## src/rtl/instr_mem_loader_if.sv

```systemverilog
// Byte-stream input and instruction-memory write port of the boot loader.
// The source of bytes and sink of writes uses master; the loader uses slave.
interface instr_mem_loader_if;
  logic        in_valid;
  logic [7:0]  in_data;
  logic        in_ready;
  logic        mem_we;
  logic [31:0] mem_addr;
  logic [31:0] mem_wdata;

  modport master (
    output in_valid, in_data,
    input  in_ready, mem_we, mem_addr, mem_wdata
  );

  modport slave (
    input  in_valid, in_data,
    output in_ready, mem_we, mem_addr, mem_wdata
  );
endinterface

```

## src/rtl/instr_mem_loader.sv

```systemverilog
// Boot loader: length-prefixed big-endian byte stream -> one instruction-memory write per 4 bytes, strobe 1 cycle after the 4th byte.
// in_ready is low in IDLE/WRITE/DONE/ERROR (>=5 cycles/word); LOADER_CHECKSUM_EN adds a trailing XOR byte check.
module instr_mem_loader #(
  parameter int          DEPTH      = 12,
  parameter logic [31:0] START_ADDR = 32'h0
) (
  input  logic              clk,
  input  logic              rst,
  input  logic              start,
  instr_mem_loader_if.slave bus,
  output logic              busy,
  output logic              done,
  output logic              error,
  output logic [15:0]       words_written
);

  typedef enum logic [2:0] {
    IDLE, LEN_HI, LEN_LO, DATA, WRITE, DONE, ERROR
`ifdef LOADER_CHECKSUM_EN
    , CHK
`endif
  } state_t;

`ifdef LOADER_CHECKSUM_EN
  localparam state_t END_ST = CHK;
`else
  localparam state_t END_ST = DONE;
`endif

  state_t      state, state_nxt;
  logic [15:0] count;
  logic [15:0] len_now;
  logic [1:0]  byte_idx;
  logic [23:0] shift;
  logic        fire;
  logic        start_load;
`ifdef LOADER_CHECKSUM_EN
  logic [7:0]  csum;
`endif

  assign fire       = bus.in_valid && bus.in_ready;
  assign start_load = start && (state == IDLE || state == DONE || state == ERROR);
  assign len_now    = {count[15:8], bus.in_data};

  always_ff @(posedge clk or posedge rst) begin
    if (rst) state <= IDLE;
    else     state <= state_nxt;
  end

  always_comb begin
    state_nxt = state;
    case (state)
      IDLE, DONE, ERROR: if (start) state_nxt = LEN_HI;
      LEN_HI: if (fire) state_nxt = LEN_LO;
      LEN_LO: begin
        if (fire) begin
          if (len_now == 16'd0)              state_nxt = END_ST;
          else if (len_now > 16'(DEPTH))     state_nxt = ERROR;
          else                               state_nxt = DATA;
        end
      end
      DATA: if (fire && byte_idx == 2'd3) state_nxt = WRITE;
      WRITE: state_nxt = (words_written + 16'd1 == count) ? END_ST : DATA;
`ifdef LOADER_CHECKSUM_EN
      CHK: if (fire) state_nxt = (bus.in_data == csum) ? DONE : ERROR;
`endif
      default: state_nxt = IDLE;
    endcase
  end

  // Status outputs are registered from the next state so they line up with it.
  always_ff @(posedge clk or posedge rst) begin
    if (rst) begin
      bus.in_ready  <= 1'b0;
      bus.mem_we    <= 1'b0;
      bus.mem_addr  <= 32'h0;
      bus.mem_wdata <= 32'h0;
      busy          <= 1'b0;
      done          <= 1'b0;
      error         <= 1'b0;
      words_written <= 16'h0;
      count         <= 16'h0;
      byte_idx      <= 2'd0;
      shift         <= 24'h0;
`ifdef LOADER_CHECKSUM_EN
      csum          <= 8'h0;
`endif
    end else begin
      bus.in_ready <= (state_nxt == LEN_HI) || (state_nxt == LEN_LO) || (state_nxt == DATA)
`ifdef LOADER_CHECKSUM_EN
                      || (state_nxt == CHK)
`endif
                      ;
      busy   <= (state_nxt == LEN_HI) || (state_nxt == LEN_LO) || (state_nxt == DATA)
                || (state_nxt == WRITE)
`ifdef LOADER_CHECKSUM_EN
                || (state_nxt == CHK)
`endif
                ;
      done       <= (state_nxt == DONE);
      error      <= (state_nxt == ERROR);
      bus.mem_we <= (state_nxt == WRITE);

      if (start_load) begin
        words_written <= 16'h0;
        byte_idx      <= 2'd0;
`ifdef LOADER_CHECKSUM_EN
        csum          <= 8'h0;
`endif
      end

      if (state == LEN_HI && fire) count[15:8] <= bus.in_data;
      if (state == LEN_LO && fire) count[7:0]  <= bus.in_data;

      if (state == DATA && fire) begin
        shift    <= {shift[15:0], bus.in_data};
        byte_idx <= byte_idx + 2'd1;
`ifdef LOADER_CHECKSUM_EN
        csum     <= csum ^ bus.in_data;
`endif
        if (byte_idx == 2'd3) begin
          bus.mem_wdata <= {shift, bus.in_data};
          bus.mem_addr  <= START_ADDR + {14'd0, words_written, 2'b00};
        end
      end

      if (state == WRITE) words_written <= words_written + 16'd1;
    end
  end

endmodule

```

## src/flat_wrapper.sv

```systemverilog
// flat-port wrapper written by rule: the top's interface ports become plain ports
module instr_mem_loader_flat 
#(
  parameter int          DEPTH      = 12,
  parameter logic [31:0] START_ADDR = 32'h0
)
  (clk, rst, start, busy, done, error, words_written, bus_in_valid, bus_in_data, bus_in_ready, bus_mem_we, bus_mem_addr, bus_mem_wdata);
  instr_mem_loader_if bus_i ();
  input  logic clk;
  input  logic rst;
  input  logic start;
  output logic busy;
  output logic done;
  output logic error;
  output logic [15:0] words_written;
  input wire logic [$bits(bus_i.in_valid)-1:0] bus_in_valid;
  input wire logic [$bits(bus_i.in_data)-1:0] bus_in_data;
  output wire logic [$bits(bus_i.in_ready)-1:0] bus_in_ready;
  output wire logic [$bits(bus_i.mem_we)-1:0] bus_mem_we;
  output wire logic [$bits(bus_i.mem_addr)-1:0] bus_mem_addr;
  output wire logic [$bits(bus_i.mem_wdata)-1:0] bus_mem_wdata;
  assign bus_i.in_valid = bus_in_valid;
  assign bus_i.in_data = bus_in_data;
  assign bus_in_ready = bus_i.in_ready;
  assign bus_mem_we = bus_i.mem_we;
  assign bus_mem_addr = bus_i.mem_addr;
  assign bus_mem_wdata = bus_i.mem_wdata;
  instr_mem_loader #(.DEPTH(DEPTH), .START_ADDR(START_ADDR)) u_core (.clk(clk), .rst(rst), .start(start), .bus(bus_i), .busy(busy), .done(done), .error(error), .words_written(words_written));
endmodule
```

## config.mk

```make
export PLATFORM = sky130hd
export DESIGN_NAME = instr_mem_loader_flat
export DESIGN_NICKNAME = d
export VERILOG_FILES = /design/src/rtl/instr_mem_loader_if.sv /design/src/rtl/instr_mem_loader.sv /design/src/flat_wrapper.sv
export SDC_FILE = /design/constraint.sdc
export NUM_CORES = 1
export LEC_CHECK = 0
export BUFFER_PORTS_ARGS = -buffer_cell sky130_fd_sc_hd__buf_4
export CAP_MARGIN = 20
export CORE_MARGIN = 1.5
export CORE_UTILIZATION = 40
export CTS_CLUSTER_SIZE = 28
export DETAILED_ROUTE_END_ITERATION = 10
export SLEW_MARGIN = 15
export SYNTH_ARGS = -nofsm -noshare
export SYNTH_HDL_FRONTEND = slang
export SYNTH_SLANG_ARGS = --single-unit
```

## constraint.sdc

```tcl
create_clock -name clk -period 6 [get_ports clk]
set_clock_uncertainty 0.1 [all_clocks]
set_input_delay 0 -clock clk [delete_from_list [all_inputs] [get_ports clk]]
set_output_delay 0 -clock clk [all_outputs]
set_load 0.03 [all_outputs]
```

==> results.py <==
metrics = {
    "global_route": {
        "grt_max_degree": 89,
        "grt_overflow": 0,
        "antenna_found_initial": 0,
        "grtUsageTotal_pct": 19.2,
        "grt_pass1_vias": 3991,
        "grt_pass1_wl_um": 21100,
    },
    "sta": {
        "period_share_pct": 45.0,
        "tightestPinTransition_ns": 0.817,
        "slew_viol_final": 0,
        "grt_setup_unrepaired": "no",
        "period_needed_ns": 2.70,
        "setup_viol": 0,
        "setup_tns_ns": 0,
        "fmax_mhz": 370,
        "final_hold_viol_count": 0,
        "fin_hold_ws_ns": 0.0199,
        "maxSlewHeadroom_pct": 45.3,
    },
    "synth": {
        "synthArstFlopShare_pct": 100,
        "ys_top_cells_by_count": "nand2_1, dfrtp_1, o21ai_0",
        "synth_cells": 566,
        "yosys_warnings": 0,
        "ys_ff_latch": 114,
        "synth_top_area_share_pct": 53.3,
        "synth_cell_type_count": 53,
        "synth.cell_area_sq_um": 5350,
        "synth.yosys.seq_area_share_pct": 53.3,
        "synth.largest_area_cell": "dfrtp_1",
        "synth_edf_count": 0,
        "synth.most_common_cell": "nand2_1",
        "synthTopCellsByArea": "dfrtp_1, nand2_1, mux2_2, xnor2_1, o21ai_0",
        "syn_avg_cell_area_sq_um": 9.45,
        "ys.flop_type": "dfrtp_1",
    },
    "placed_design": {
        "gp_congestion": 0.827,
        "place_inst": 795,
        "hpwlAfterDp_um": 8460,
        "io_buffers": 80,
    },
    "worst_setup_path": {
        "rr_endpoint": "u_core.bus.mem_addr[4]",
        "ff2ff_setup_slack_ns": 3.30,
        "cp-end-kind": "register",
        "reg2reg_depth": 7,
        "startpoint": "u_core.state[0]",
        "worstSetupPathType": "reg2reg",
        "worstPathArrival_ns": 2.95,
        "reg2reg_from": "u_core.state[0]",
        "cp-start-kind": "register",
        "worstSetupEndpoint": "u_core.bus.mem_addr[4]",
        "cp.required_ns": 6.25,
        "path_max_fanout": 38,
    },
    "detailed_routing": {
        "wl_met1_um": 5890,
        "drt.antenna.violating_nets": 0,
        "route.met2.wl_um": 6270,
        "vias": 4175,
        "finalWirelength_um": 12800,
        "vias_per_cell": 4.99,
        "drcViolationCount": 0,
        "wl_met3_um": 506,
        "top_layer": "met4",
        "wl_per_cell_um": 15.3,
        "drt_pass1_iterations": 4,
        "dr.first_iter.drc_count": 240,
    },
    "power_and_ir_drop": {
        "power_density_nw_per_um2": 423,
        "power_leakage_nw": 3.37,
        "peakVddDrop_mv": 0.243,
    },
    "finish": {
        "final_cells": 836,
        "fill_cells": 1258,
        "multi_input_area_sq_um": 2230,
        "ff_latch_area_sq_um": 2850,
        "area_delta_synth_final_pct": 24.4,
        "antenna_cells": 0,
        "nets": 662,
        "layout-drive-gt1-share_pct": 23.3,
    },
    "floorplanning": {
        "start_util_pct": 40.7,
        "die_y_um": 119,
        "pin_count": 97,
        "row_count": 42,
        "die_w_um": 119,
        "die-area_sq_um": 14100,
        "coreArea_sq_um": 13100,
    },
    "clock_network": {
        "path_clk_slew_ns": 0.06,
        "cts_root_buffer": "clkbuf_16",
        "cts_tree": "built",
        "htreeDepth": 4,
        "cts_buffers": 17,
        "numClockSinks": 114,
        "clk_path_buf_depth": 2,
        "clock_latency_ns": 0.41,
        "cts_resized": 0,
    },
    "min_path": {
        "holdCritPathClass": "in2async",
    },
    "flow_run": {
        "cap_viol_max_count": 0,
    },
    "outcome": {
        "status": "completed",
    },
}
-- report_power, final --
part	internal [mW]	switching (mW)	leakage (nW)	total [mW]
logic	0.303	0.384	1.56	0.687
registers	0.954	0.162	1.52	1.12
clock network	0.669	0.344	0.289	1.01
-- metrics by stage --
stage	setup WS, ns	util, %	area, sq um	power (mW)
floorplan	2.88	-	5410	1.61
global placement	3.41	45.4	5960	1.78
detailed placement	3.32	45.4	5960	1.80
CTS	3.31	50.6	6650	2.83
global route	3.05	50.7	6660	2.96
finish	3.30	50.7	6660	2.82
-- worst max-delay path, stage by stage (launching register included) --
cell	delay [ns]
dfrtp_1	0.43
nor2b_1	0.33
and3_1	0.65
nand2_2	0.11
inv_1	0.34
buf_4	0.47
nand2_1	0.12
nand2_1	0.08
-- per-layer routing --
metal | vias up | GRT usage [%]
met5 | - | 0
met4 | 0 | 6.55
met3 | 13 | 3.96
met2 | 111 | 31.0
met1 | 2052 | 25.9
li1 | 1999 | -
-- cell type report --
| type | count | share of cell area (%) |
|---|---|---|
| timing repair buffer | 94 | 11.0 |
| multi-input combinational | 414 | 33.4 |
| tap | 176 | 3.31 |
| sequential | 114 | 42.9 |
| inverter | 7 | 0.432 |
| clock buffer | 21 | 6.92 |
| clock inverter | 10 | 2.01 |
-- cells by family after synthesis --
family / after synthesis / synth area share (%)
AND/OR/NAND/NOR: 291 / 24.2
adder cells (fa/ha/maj): 2 / 0.468
multiplexers: 26 / 5.42
other: 1 / 0.0701
AO/OA/AOI/OAI: 55 / 6.43
buffers and inverters: 53 / 6.20
XOR/XNOR: 24 / 3.93
flip-flops: 114 / 53.3
-- worst min path at each step --
stage                         from                      end  slack, ns  cells after the start
global route                   rst  u_core.bus.mem_wdata[1]       0.07                      3
global placement               rst  u_core.bus.mem_wdata[0]      -0.09                      2
detailed placement             rst  u_core.bus.mem_wdata[1]      -0.08                      2
finish                         rst  u_core.bus.mem_wdata[1]       0.02                      3
CTS                            rst  u_core.bus.mem_wdata[1]       0.04                      3
floorplan           bus_in_data[0]  u_core.bus.mem_wdata[0]      0.005                      2
-- cells in the final DEF (no fill, tap or decap), types with 5 or more instances in the layout --
cell type        n
conb_1          16
mux2_2          24
nand3_1          9
clkbuf_16       17
nor3_1           8
xnor2_1         21
and2_1           5
dlygate4sd3_1   10
nor2_1          22
dfrtp_1        114
o21ai_0         33
nand4_1          5
nand2_1        214
inv_1            6
buf_4           83
-- sequential cells by signal, summed over array words and instances, names as in the netlist --
signal,cells
u_core.done,1
u_core.words_written,16
u_core.byte_idx,2
u_core.count,16
u_core.error,1
u_core.shift,24
u_core.bus.in_ready,1
u_core.busy,1
u_core.state,3
u_core.bus.mem_we,1
u_core.bus.mem_addr,16
u_core.bus.mem_wdata,32
-- what timing repair did --
item,4_1_cts,5_1_grt
hold buffers,10,0
hold endpoints to repair,61,0
setup buffers,0,0
(Power assumes the default switching activity.)
